File: src/rtl/ps2_pkg.sv
// Shared types and byte constants for the PS/2 scan-code decoder.
package ps2_pkg;

  // Frame receiver states, one per field of the 11-bit PS/2 frame
  typedef enum logic [1:0] {
    ST_IDLE   = 2'd0,
    ST_DATA   = 2'd1,
    ST_PARITY = 2'd2,
    ST_STOP   = 2'd3
  } ps2_state_e;

  localparam int unsigned BYTE_W = 8;

  // Prefix bytes
  localparam logic [BYTE_W-1:0] CODE_EXT    = 8'hE0;
  localparam logic [BYTE_W-1:0] CODE_BRK    = 8'hF0;

  // Keyboard replies: reported, never treated as key codes
  localparam logic [BYTE_W-1:0] CODE_BAT    = 8'hAA;
  localparam logic [BYTE_W-1:0] CODE_ACK    = 8'hFA;
  localparam logic [BYTE_W-1:0] CODE_RESEND = 8'hFE;
  localparam logic [BYTE_W-1:0] CODE_ECHO   = 8'hEE;

  // Currently held key
  typedef struct packed {
    logic [BYTE_W-1:0] code;
    logic              valid;
    logic              ext;
  } ps2_key_t;

  // True for keyboard reply bytes that must leave key state alone
  function automatic logic is_reply(input logic [BYTE_W-1:0] b);
    return (b == CODE_BAT) || (b == CODE_ACK) ||
           (b == CODE_RESEND) || (b == CODE_ECHO);
  endfunction

endpackage

File: src/rtl/ps2_line_filter.sv
// Two-flop synchronizer followed by a stability filter for one PS/2 line.
// The filtered output idles high and only follows the synchronized input
// after FILTER_LEN consecutive samples that disagree with it.
module ps2_line_filter #(
  parameter int unsigned FILTER_LEN = 8
) (
  input  logic clk,
  input  logic rst_n,
  input  logic i_line,
  output logic o_line
);

  localparam int unsigned CNT_W = (FILTER_LEN > 1) ? $clog2(FILTER_LEN) : 1;

  logic             r_meta;
  logic             r_sync;
  logic             r_filt;
  logic [CNT_W-1:0] r_cnt;

  // Bring the asynchronous line into the clk domain
  always_ff @(posedge clk or negedge rst_n) begin
    if (!rst_n) begin
      r_meta <= 1'b1;
      r_sync <= 1'b1;
    end else begin
      r_meta <= i_line;
      r_sync <= r_meta;
    end
  end

  // Count consecutive disagreeing samples; flip once the run is long enough
  always_ff @(posedge clk or negedge rst_n) begin
    if (!rst_n) begin
      r_filt <= 1'b1;
      r_cnt  <= '0;
    end else if (r_sync != r_filt) begin
      if (r_cnt == CNT_W'(FILTER_LEN - 1)) begin
        r_filt <= r_sync;
        r_cnt  <= '0;
      end else begin
        r_cnt <= r_cnt + CNT_W'(1);
      end
    end else begin
      r_cnt <= '0;
    end
  end

  assign o_line = r_filt;

endmodule

File: src/rtl/ps2_scan_decoder.sv
// PS/2 keyboard receiver: filters the raw lines, deframes 11-bit frames on
// falling clock edges, and tracks the currently held key from make / break
// (F0) / extended (E0) scan-code sequences.
module ps2_scan_decoder
  import ps2_pkg::*;
#(
  parameter int unsigned FILTER_LEN  = 8,
  parameter int unsigned TIMEOUT_CYC = 100000
) (
  input  logic              clk,
  input  logic              rst_n,
  input  logic              ps2_clk,
  input  logic              ps2_dat,
  output logic [BYTE_W-1:0] key_out,
  output logic              key_valid,
  output logic              key_ext,
  output logic [BYTE_W-1:0] code_byte,
  output logic              code_strobe,
  output logic              frame_err
);

  localparam int unsigned TMR_W = $clog2(TIMEOUT_CYC + 1);
  localparam int unsigned BIT_W = 3;

  logic w_clk_f;
  logic w_dat_f;
  logic r_clk_f_d;
  logic w_fall;

  ps2_state_e r_state;
  ps2_state_e w_state_nxt;

  logic [BYTE_W-1:0] r_shift;
  logic [BYTE_W-1:0] w_shift_nxt;
  logic [BIT_W-1:0]  r_bitcnt;
  logic [BIT_W-1:0]  w_bitcnt_nxt;
  logic              r_parity;
  logic              w_parity_nxt;
  logic [TMR_W-1:0]  r_timer;
  logic [TMR_W-1:0]  w_timer_nxt;

  logic              r_ext_pend;
  logic              w_ext_pend_nxt;
  logic              r_brk_pend;
  logic              w_brk_pend_nxt;
  ps2_key_t          r_key;
  ps2_key_t          w_key_nxt;
  logic [BYTE_W-1:0] r_code_byte;
  logic [BYTE_W-1:0] w_code_byte_nxt;
  logic              r_code_strobe;
  logic              w_code_strobe_nxt;
  logic              r_frame_err;
  logic              w_frame_err_nxt;

  logic              w_frame_done;
  logic              w_frame_ok;
  logic              w_timeout;

  ps2_line_filter #(.FILTER_LEN(FILTER_LEN)) u_clk_filter (
    .clk    (clk),
    .rst_n  (rst_n),
    .i_line (ps2_clk),
    .o_line (w_clk_f)
  );

  ps2_line_filter #(.FILTER_LEN(FILTER_LEN)) u_dat_filter (
    .clk    (clk),
    .rst_n  (rst_n),
    .i_line (ps2_dat),
    .o_line (w_dat_f)
  );

  // Delayed filtered clock for falling-edge detection
  always_ff @(posedge clk or negedge rst_n) begin
    if (!rst_n) begin
      r_clk_f_d <= 1'b1;
    end else begin
      r_clk_f_d <= w_clk_f;
    end
  end

  assign w_fall = r_clk_f_d & ~w_clk_f;

  // Frame FSM state register
  always_ff @(posedge clk or negedge rst_n) begin
    if (!rst_n) begin
      r_state <= ST_IDLE;
    end else begin
      r_state <= w_state_nxt;
    end
  end

  // Next-state, deframing, timeout and key-tracking decisions
  always_comb begin
    w_state_nxt       = r_state;
    w_shift_nxt       = r_shift;
    w_bitcnt_nxt      = r_bitcnt;
    w_parity_nxt      = r_parity;
    w_timer_nxt       = r_timer;
    w_ext_pend_nxt    = r_ext_pend;
    w_brk_pend_nxt    = r_brk_pend;
    w_key_nxt         = r_key;
    w_code_byte_nxt   = r_code_byte;
    w_code_strobe_nxt = 1'b0;
    w_frame_err_nxt   = 1'b0;
    w_frame_done      = 1'b0;
    w_frame_ok        = 1'b0;
    w_timeout         = 1'b0;

    case (r_state)
      ST_IDLE: begin
        w_timer_nxt = '0;
        if (w_fall && !w_dat_f) begin
          w_state_nxt  = ST_DATA;
          w_bitcnt_nxt = '0;
        end
      end
      ST_DATA: begin
        if (w_fall) begin
          w_shift_nxt  = {w_dat_f, r_shift[BYTE_W-1:1]};
          w_bitcnt_nxt = r_bitcnt + BIT_W'(1);
          if (r_bitcnt == BIT_W'(BYTE_W - 1)) begin
            w_state_nxt = ST_PARITY;
          end
        end
      end
      ST_PARITY: begin
        if (w_fall) begin
          w_parity_nxt = w_dat_f;
          w_state_nxt  = ST_STOP;
        end
      end
      ST_STOP: begin
        if (w_fall) begin
          w_state_nxt  = ST_IDLE;
          w_frame_done = 1'b1;
          w_frame_ok   = (^{r_shift, r_parity}) & w_dat_f;
        end
      end
      default: begin
        w_state_nxt = ST_IDLE;
      end
    endcase

    // Abandon a stalled partial frame; a fresh edge always wins
    if (r_state != ST_IDLE) begin
      if (w_fall) begin
        w_timer_nxt = '0;
      end else if (r_timer == TMR_W'(TIMEOUT_CYC - 1)) begin
        w_state_nxt = ST_IDLE;
        w_timer_nxt = '0;
        w_timeout   = 1'b1;
      end else begin
        w_timer_nxt = r_timer + TMR_W'(1);
      end
    end

    if (w_frame_done && w_frame_ok) begin
      w_code_strobe_nxt = 1'b1;
      w_code_byte_nxt   = r_shift;
      if (r_shift == CODE_EXT) begin
        w_ext_pend_nxt = 1'b1;
      end else if (r_shift == CODE_BRK) begin
        w_brk_pend_nxt = 1'b1;
      end else begin
        w_ext_pend_nxt = 1'b0;
        w_brk_pend_nxt = 1'b0;
        if (!is_reply(r_shift)) begin
          if (r_brk_pend) begin
            // Release only the key that is actually held
            if ((r_shift == r_key.code) && (r_ext_pend == r_key.ext)) begin
              w_key_nxt = '0;
            end
          end else begin
            w_key_nxt = '{code: r_shift, valid: 1'b1, ext: r_ext_pend};
          end
        end
      end
    end else if ((w_frame_done && !w_frame_ok) || w_timeout) begin
      w_frame_err_nxt = 1'b1;
      w_ext_pend_nxt  = 1'b0;
      w_brk_pend_nxt  = 1'b0;
    end
  end

  // Datapath, pending flags and registered outputs
  always_ff @(posedge clk or negedge rst_n) begin
    if (!rst_n) begin
      r_shift       <= '0;
      r_bitcnt      <= '0;
      r_parity      <= 1'b0;
      r_timer       <= '0;
      r_ext_pend    <= 1'b0;
      r_brk_pend    <= 1'b0;
      r_key         <= '0;
      r_code_byte   <= '0;
      r_code_strobe <= 1'b0;
      r_frame_err   <= 1'b0;
    end else begin
      r_shift       <= w_shift_nxt;
      r_bitcnt      <= w_bitcnt_nxt;
      r_parity      <= w_parity_nxt;
      r_timer       <= w_timer_nxt;
      r_ext_pend    <= w_ext_pend_nxt;
      r_brk_pend    <= w_brk_pend_nxt;
      r_key         <= w_key_nxt;
      r_code_byte   <= w_code_byte_nxt;
      r_code_strobe <= w_code_strobe_nxt;
      r_frame_err   <= w_frame_err_nxt;
    end
  end

  assign key_out     = r_key.code;
  assign key_valid   = r_key.valid;
  assign key_ext     = r_key.ext;
  assign code_byte   = r_code_byte;
  assign code_strobe = r_code_strobe;
  assign frame_err   = r_frame_err;

endmodule

File: config.mk
export PLATFORM = sky130hd
export DESIGN_NAME = ps2_scan_decoder
export DESIGN_NICKNAME = d
export VERILOG_FILES = /design/src/rtl/ps2_pkg.sv /design/src/rtl/ps2_line_filter.sv /design/src/rtl/ps2_scan_decoder.sv
export SDC_FILE = /design/constraint.sdc
export NUM_CORES = 1
export LEC_CHECK = 0
export BUFFER_PORTS_ARGS = -buffer_cell sky130_fd_sc_hd__buf_4
export CORE_ASPECT_RATIO = 1.2
export CORE_UTILIZATION = 45
export DETAILED_ROUTE_END_ITERATION = 16
export MAX_ROUTING_LAYER = met4
export SLEW_MARGIN = 20
export SYNTH_ARGS = -nofsm -noshare
export SYNTH_HDL_FRONTEND = slang
export SYNTH_SLANG_ARGS = --single-unit
export TNS_END_PERCENT = 5
File: constraint.sdc
create_clock -name clk -period 3.3 [get_ports clk]
set_input_delay 0.495 -clock clk [delete_from_list [all_inputs] [get_ports clk]]
set_output_delay 0.495 -clock clk [all_outputs]
set_load 0.005 [all_outputs]
==> qor.txt <==
CTS
------------------------------------------------------------------------------------------
Post-CTS Repair Setup Buffers                                                            0
# H-tree levels                                                                          3
Number of buffers created by CTS                                                         9
CTS Sinks                                                                               66
Hold_buf cts                                                                             0
Clock latency at the later pin of the worst-skew pair                               340 ps
Root buffer cell                                                              sky130_fd_sc_hd__clkbuf_8
CTS-repair resized insts                                                                 0
CTS max path bufs                                                                        2
TritonCTS clock tree                                                                 built
Clock edge transition at the registers on the reported setup and hold paths          70 ps

PLACE
------------------------------------------------------------------------------------------
Count of buffers from port buffering                                                    23
Weighted congestion reported at the end of routability-driven placement              0.756
HPWL after detailed placement                                                      3590 µm
Placed Instance Area                                                              3300 µm²

CELLS AND AREA
------------------------------------------------------------------------------------------
Layout filler cell count                                                               625
Fraction of final layout cells sized beyond drive strength 1                         27.9%
Area delta synth->final                                                              9.81%
Final net count                                                                        289
Antenna cell count                                                                       0
Post-route cell area                                                              3470 µm²

ROUTE
------------------------------------------------------------------------------------------
Avg WL per Cell                                                                    14.2 µm
DRC viols                                                                                0
Iteration count of the initial detailed-routing pass                                     4
Vias per cell                                                                         5.13
DRC violation total after the first TritonRoute iteration                               75
Overall routed net length                                                          5250 µm
Detail Route Antenna Nets                                                                0
Overall via count from detail_route                                                   1898

OUTCOME
------------------------------------------------------------------------------------------
Run status                                                                    finished, final reports clean

GLOBAL ROUTE
------------------------------------------------------------------------------------------
Number of global-route vias before repair                                             1932
Initial antenna violation count                                                          0
Global-route wire length before repair                                             9040 µm
Pin count of the biggest net entering global routing                                    67
All-layer global routing usage                                                       16.6%
Remaining Overflow, GRT                                                                  0

WORST SETUP PATH
------------------------------------------------------------------------------------------
Cell at the slowest stage of the critical path                                sky130_fd_sc_hd__nor2_1
Crit path buf inv count                                                                  1
Worst Setup Start Kind                                                                flop
Required time of the worst setup path                                              3520 ps
Kind of capture point of the worst setup path                                         flop
Largest fanout on the critical path                                                     12
Cell family with most CP delay                                                simple AND/OR/NAND/NOR gates
Largest stage delay on the critical path                                            680 ps
Most frequent CP cell                                                         sky130_fd_sc_hd__nor2_1
Cell chain of the critical path                                               or2b_2 -> nor2_1 -> inv_1 -> nor2_1 -> mux2_2
Critical path data arrival time                                                    2540 ps
Crit Path Class                                                                    reg2reg

PWR
------------------------------------------------------------------------------------------
Net Switching                                                                   0.000537 W
Fraction of power consumed by the clock network                                      32.0%
Sw Share                                                                             29.1%
Power Internal                                                                   0.00131 W
Share of power burned in registers                                                   52.2%
Combinational Power Share                                                            15.8%
Static Leak                                                                        1.62 nW
Peak supply drop                                                                    353 µV
Total power density per cell area                                               532 nW/µm²

STA
------------------------------------------------------------------------------------------
Final setup vio count                                                                    0
Highest clock rate                                                                 431 MHz
Fin crit share                                                                       70.2%
Tightest Pin Transition                                                             901 ps
Setup_tns                                                                             0 ps
RSZ-0062 raised after global routing                                                 false
Normalized max-slew margin                                                           39.7%
Number of hold-slack violations in the final timing report                               0
Clock Skew                                                                         11.5 ps
Pins over their slew limit                                                               0
Clock period minus final worst setup slack                                         2320 ps

FLOORPLANNING
------------------------------------------------------------------------------------------
Die height                                                                         93.9 µm
Die Wd                                                                             78.6 µm
Floorplan Core Area                                                               6810 µm²
I/O Pins                                                                                24
Starting utilization of the core area                                                46.4%
Site row count                                                                          33
Die area                                                                          7370 µm²

LOGIC SYNTHESIS
------------------------------------------------------------------------------------------
Gate count after technology mapping                                                    258
Fraction of registers with async set or reset after synthesis                         100%
Mean instance size in the synthesized netlist                                     12.3 µm²
Synthesized netlist net count                                                          269
Most used DFF post-synth                                                      sky130_fd_sc_hd__dfrtp_1
Number of synthesized flops with an enable pin                                           0
Number of distinct library cells after synthesis                                        50
Count of synthesis-stage warnings from yosys                                             0
Post-synth design cell area                                                       3160 µm²
Portion of the post-synthesis area used by sequential elements                       52.5%
Yosys reg bits                                                                          66

WORST HOLD PATH
------------------------------------------------------------------------------------------
Hold WC Path Type                                                                 in2async

RUN
------------------------------------------------------------------------------------------
Max-capacitance violation count                                                          0

[cell families (layout without fill, tap and decap cells)]
| family | after synthesis | count (layout) | share of synthesized area (%) |
|---|---|---|---|
| buf+inv | 23 | 48 | 5.58 |
| compound gates | 31 | 31 | 8.07 |
| mux | 19 | 19 | 7.67 |
| fa+ha+maj | 7 | 7 | 2.77 |
| simple gates | 79 | 79 | 13.2 |
| flops | 66 | 66 | 52.5 |
| xor+xnor | 33 | 33 | 10.2 |
[worst register-to-register path: stages, from the launching register on]
cell and delay (ps):
sky130_fd_sc_hd__dfstp_2 510, sky130_fd_sc_hd__or2b_2 390, sky130_fd_sc_hd__nor2_1 140, sky130_fd_sc_hd__inv_1 70, sky130_fd_sc_hd__nor2_1 680, sky130_fd_sc_hd__mux2_2 420
[sequential cells by signal, indices dropped and copies added (netlist names), 2 cells and up]
name	cells
key_out	8
r_timer	17
r_shift	8
u_clk_filter.r_cnt	3
code_byte	8
r_state	2
r_bitcnt	3
u_dat_filter.r_cnt	3
[per-layer routing]
metal / track usage [%] / routed length, µm
met3: 3.79 / 186
met4: 9.26 / 89
met5: - / 0
met2: 27.0 / 2630
met1: 19.0 / 2350
[final cells by class]
cell class,count,area [µm²],area share (%)
tap,87,109,3.13
clock inverter,5,30.0,0.864
sequential,66,1660,47.8
multi-input combinational,169,1330,38.2
timing repair buffer,23,173,4.97
clock buffer,11,141,4.07
inverter,9,33.8,0.972
[cells in the mapped netlist (all sizes together), types with 6 or more instances]
| master | instances | area (µm²) |
|---|---|---|
| dfrtp | 59 | 1480 |
| a22o | 12 | 115 |
| mux2 | 18 | 233 |
| xor2 | 11 | 96.3 |
| dfstp | 7 | 184 |
| nand2 | 10 | 37.5 |
| nor2 | 25 | 93.8 |
| xnor2 | 21 | 203 |
| clkbuf | 6 | 62.6 |
| nand4 | 6 | 37.5 |
| nor3 | 7 | 35.0 |
| nand3 | 8 | 40.0 |
| buf | 8 | 80.1 |
| and2 | 6 | 40.0 |
| ha | 7 | 87.6 |
| inv | 9 | 33.8 |
[placed cells by master, fill, tap and decap left out, types with 6 or more instances in the layout]
cell type | Yosys | final
sky130_fd_sc_hd__buf_4 | 0 | 23
sky130_fd_sc_hd__nor3_1 | 7 | 7
sky130_fd_sc_hd__nand2_1 | 10 | 10
sky130_fd_sc_hd__mux2_4 | 8 | 8
sky130_fd_sc_hd__a22o_2 | 8 | 8
sky130_fd_sc_hd__clkbuf_8 | 4 | 10
sky130_fd_sc_hd__nand3_1 | 8 | 8
sky130_fd_sc_hd__xnor2_1 | 20 | 20
sky130_fd_sc_hd__nand4_1 | 6 | 6
sky130_fd_sc_hd__nor2_1 | 25 | 25
sky130_fd_sc_hd__mux2_2 | 10 | 10
sky130_fd_sc_hd__ha_1 | 7 | 7
sky130_fd_sc_hd__inv_1 | 9 | 9
sky130_fd_sc_hd__xor2_1 | 11 | 11
sky130_fd_sc_hd__dfrtp_1 | 59 | 59
sky130_fd_sc_hd__dfstp_2 | 7 | 7
[through the flow]
stage	hold slack (ps)	power, W	cells	util [%]	worst slack (ps)
after CTS	241	0.00188	370	51.0	973
after detailed placement	347	0.00129	354	48.5	980
after global placement	346	0.00127	354	48.5	1020
after floorplan	199	0.00122	258	-	1220
final	226	0.00185	370	51.0	982
after global routing	235	0.00195	370	51.0	858
[power groups by stage]
| stage | logic (W) | clock network, W | registers, W |
|---|---|---|---|
| 6_report | 0.000292 | 0.000591 | 0.000966 |
| 5_1_grt | 0.000334 | 0.000643 | 0.000978 |
| 4_1_cts | 0.000303 | 0.000611 | 0.000968 |
| 3_5_place_dp | 0.000304 | 0 | 0.000982 |
| 3_3_place_gp | 0.000293 | 0 | 0.000978 |
| 2_1_floorplan | 0.000270 | 0 | 0.000948 |
[final timing paths]
path | cells after the start | from | end | slack, ps
setup / recovery | 5 | r_clk_f_d | r_shift[0] | 980
hold / removal | 1 | rst_n | code_strobe | 230
setup reg to reg | 5 | r_clk_f_d | r_shift[0] | 980
hold reg to reg | 0 | u_dat_filter.r_meta | u_dat_filter.r_sync | 360
max in group asynchronous | 1 | rst_n | r_timer[15] | 2510
min in group clk | 1 | ps2_dat | u_dat_filter.r_meta | 260
(Power assumes the default switching activity.)
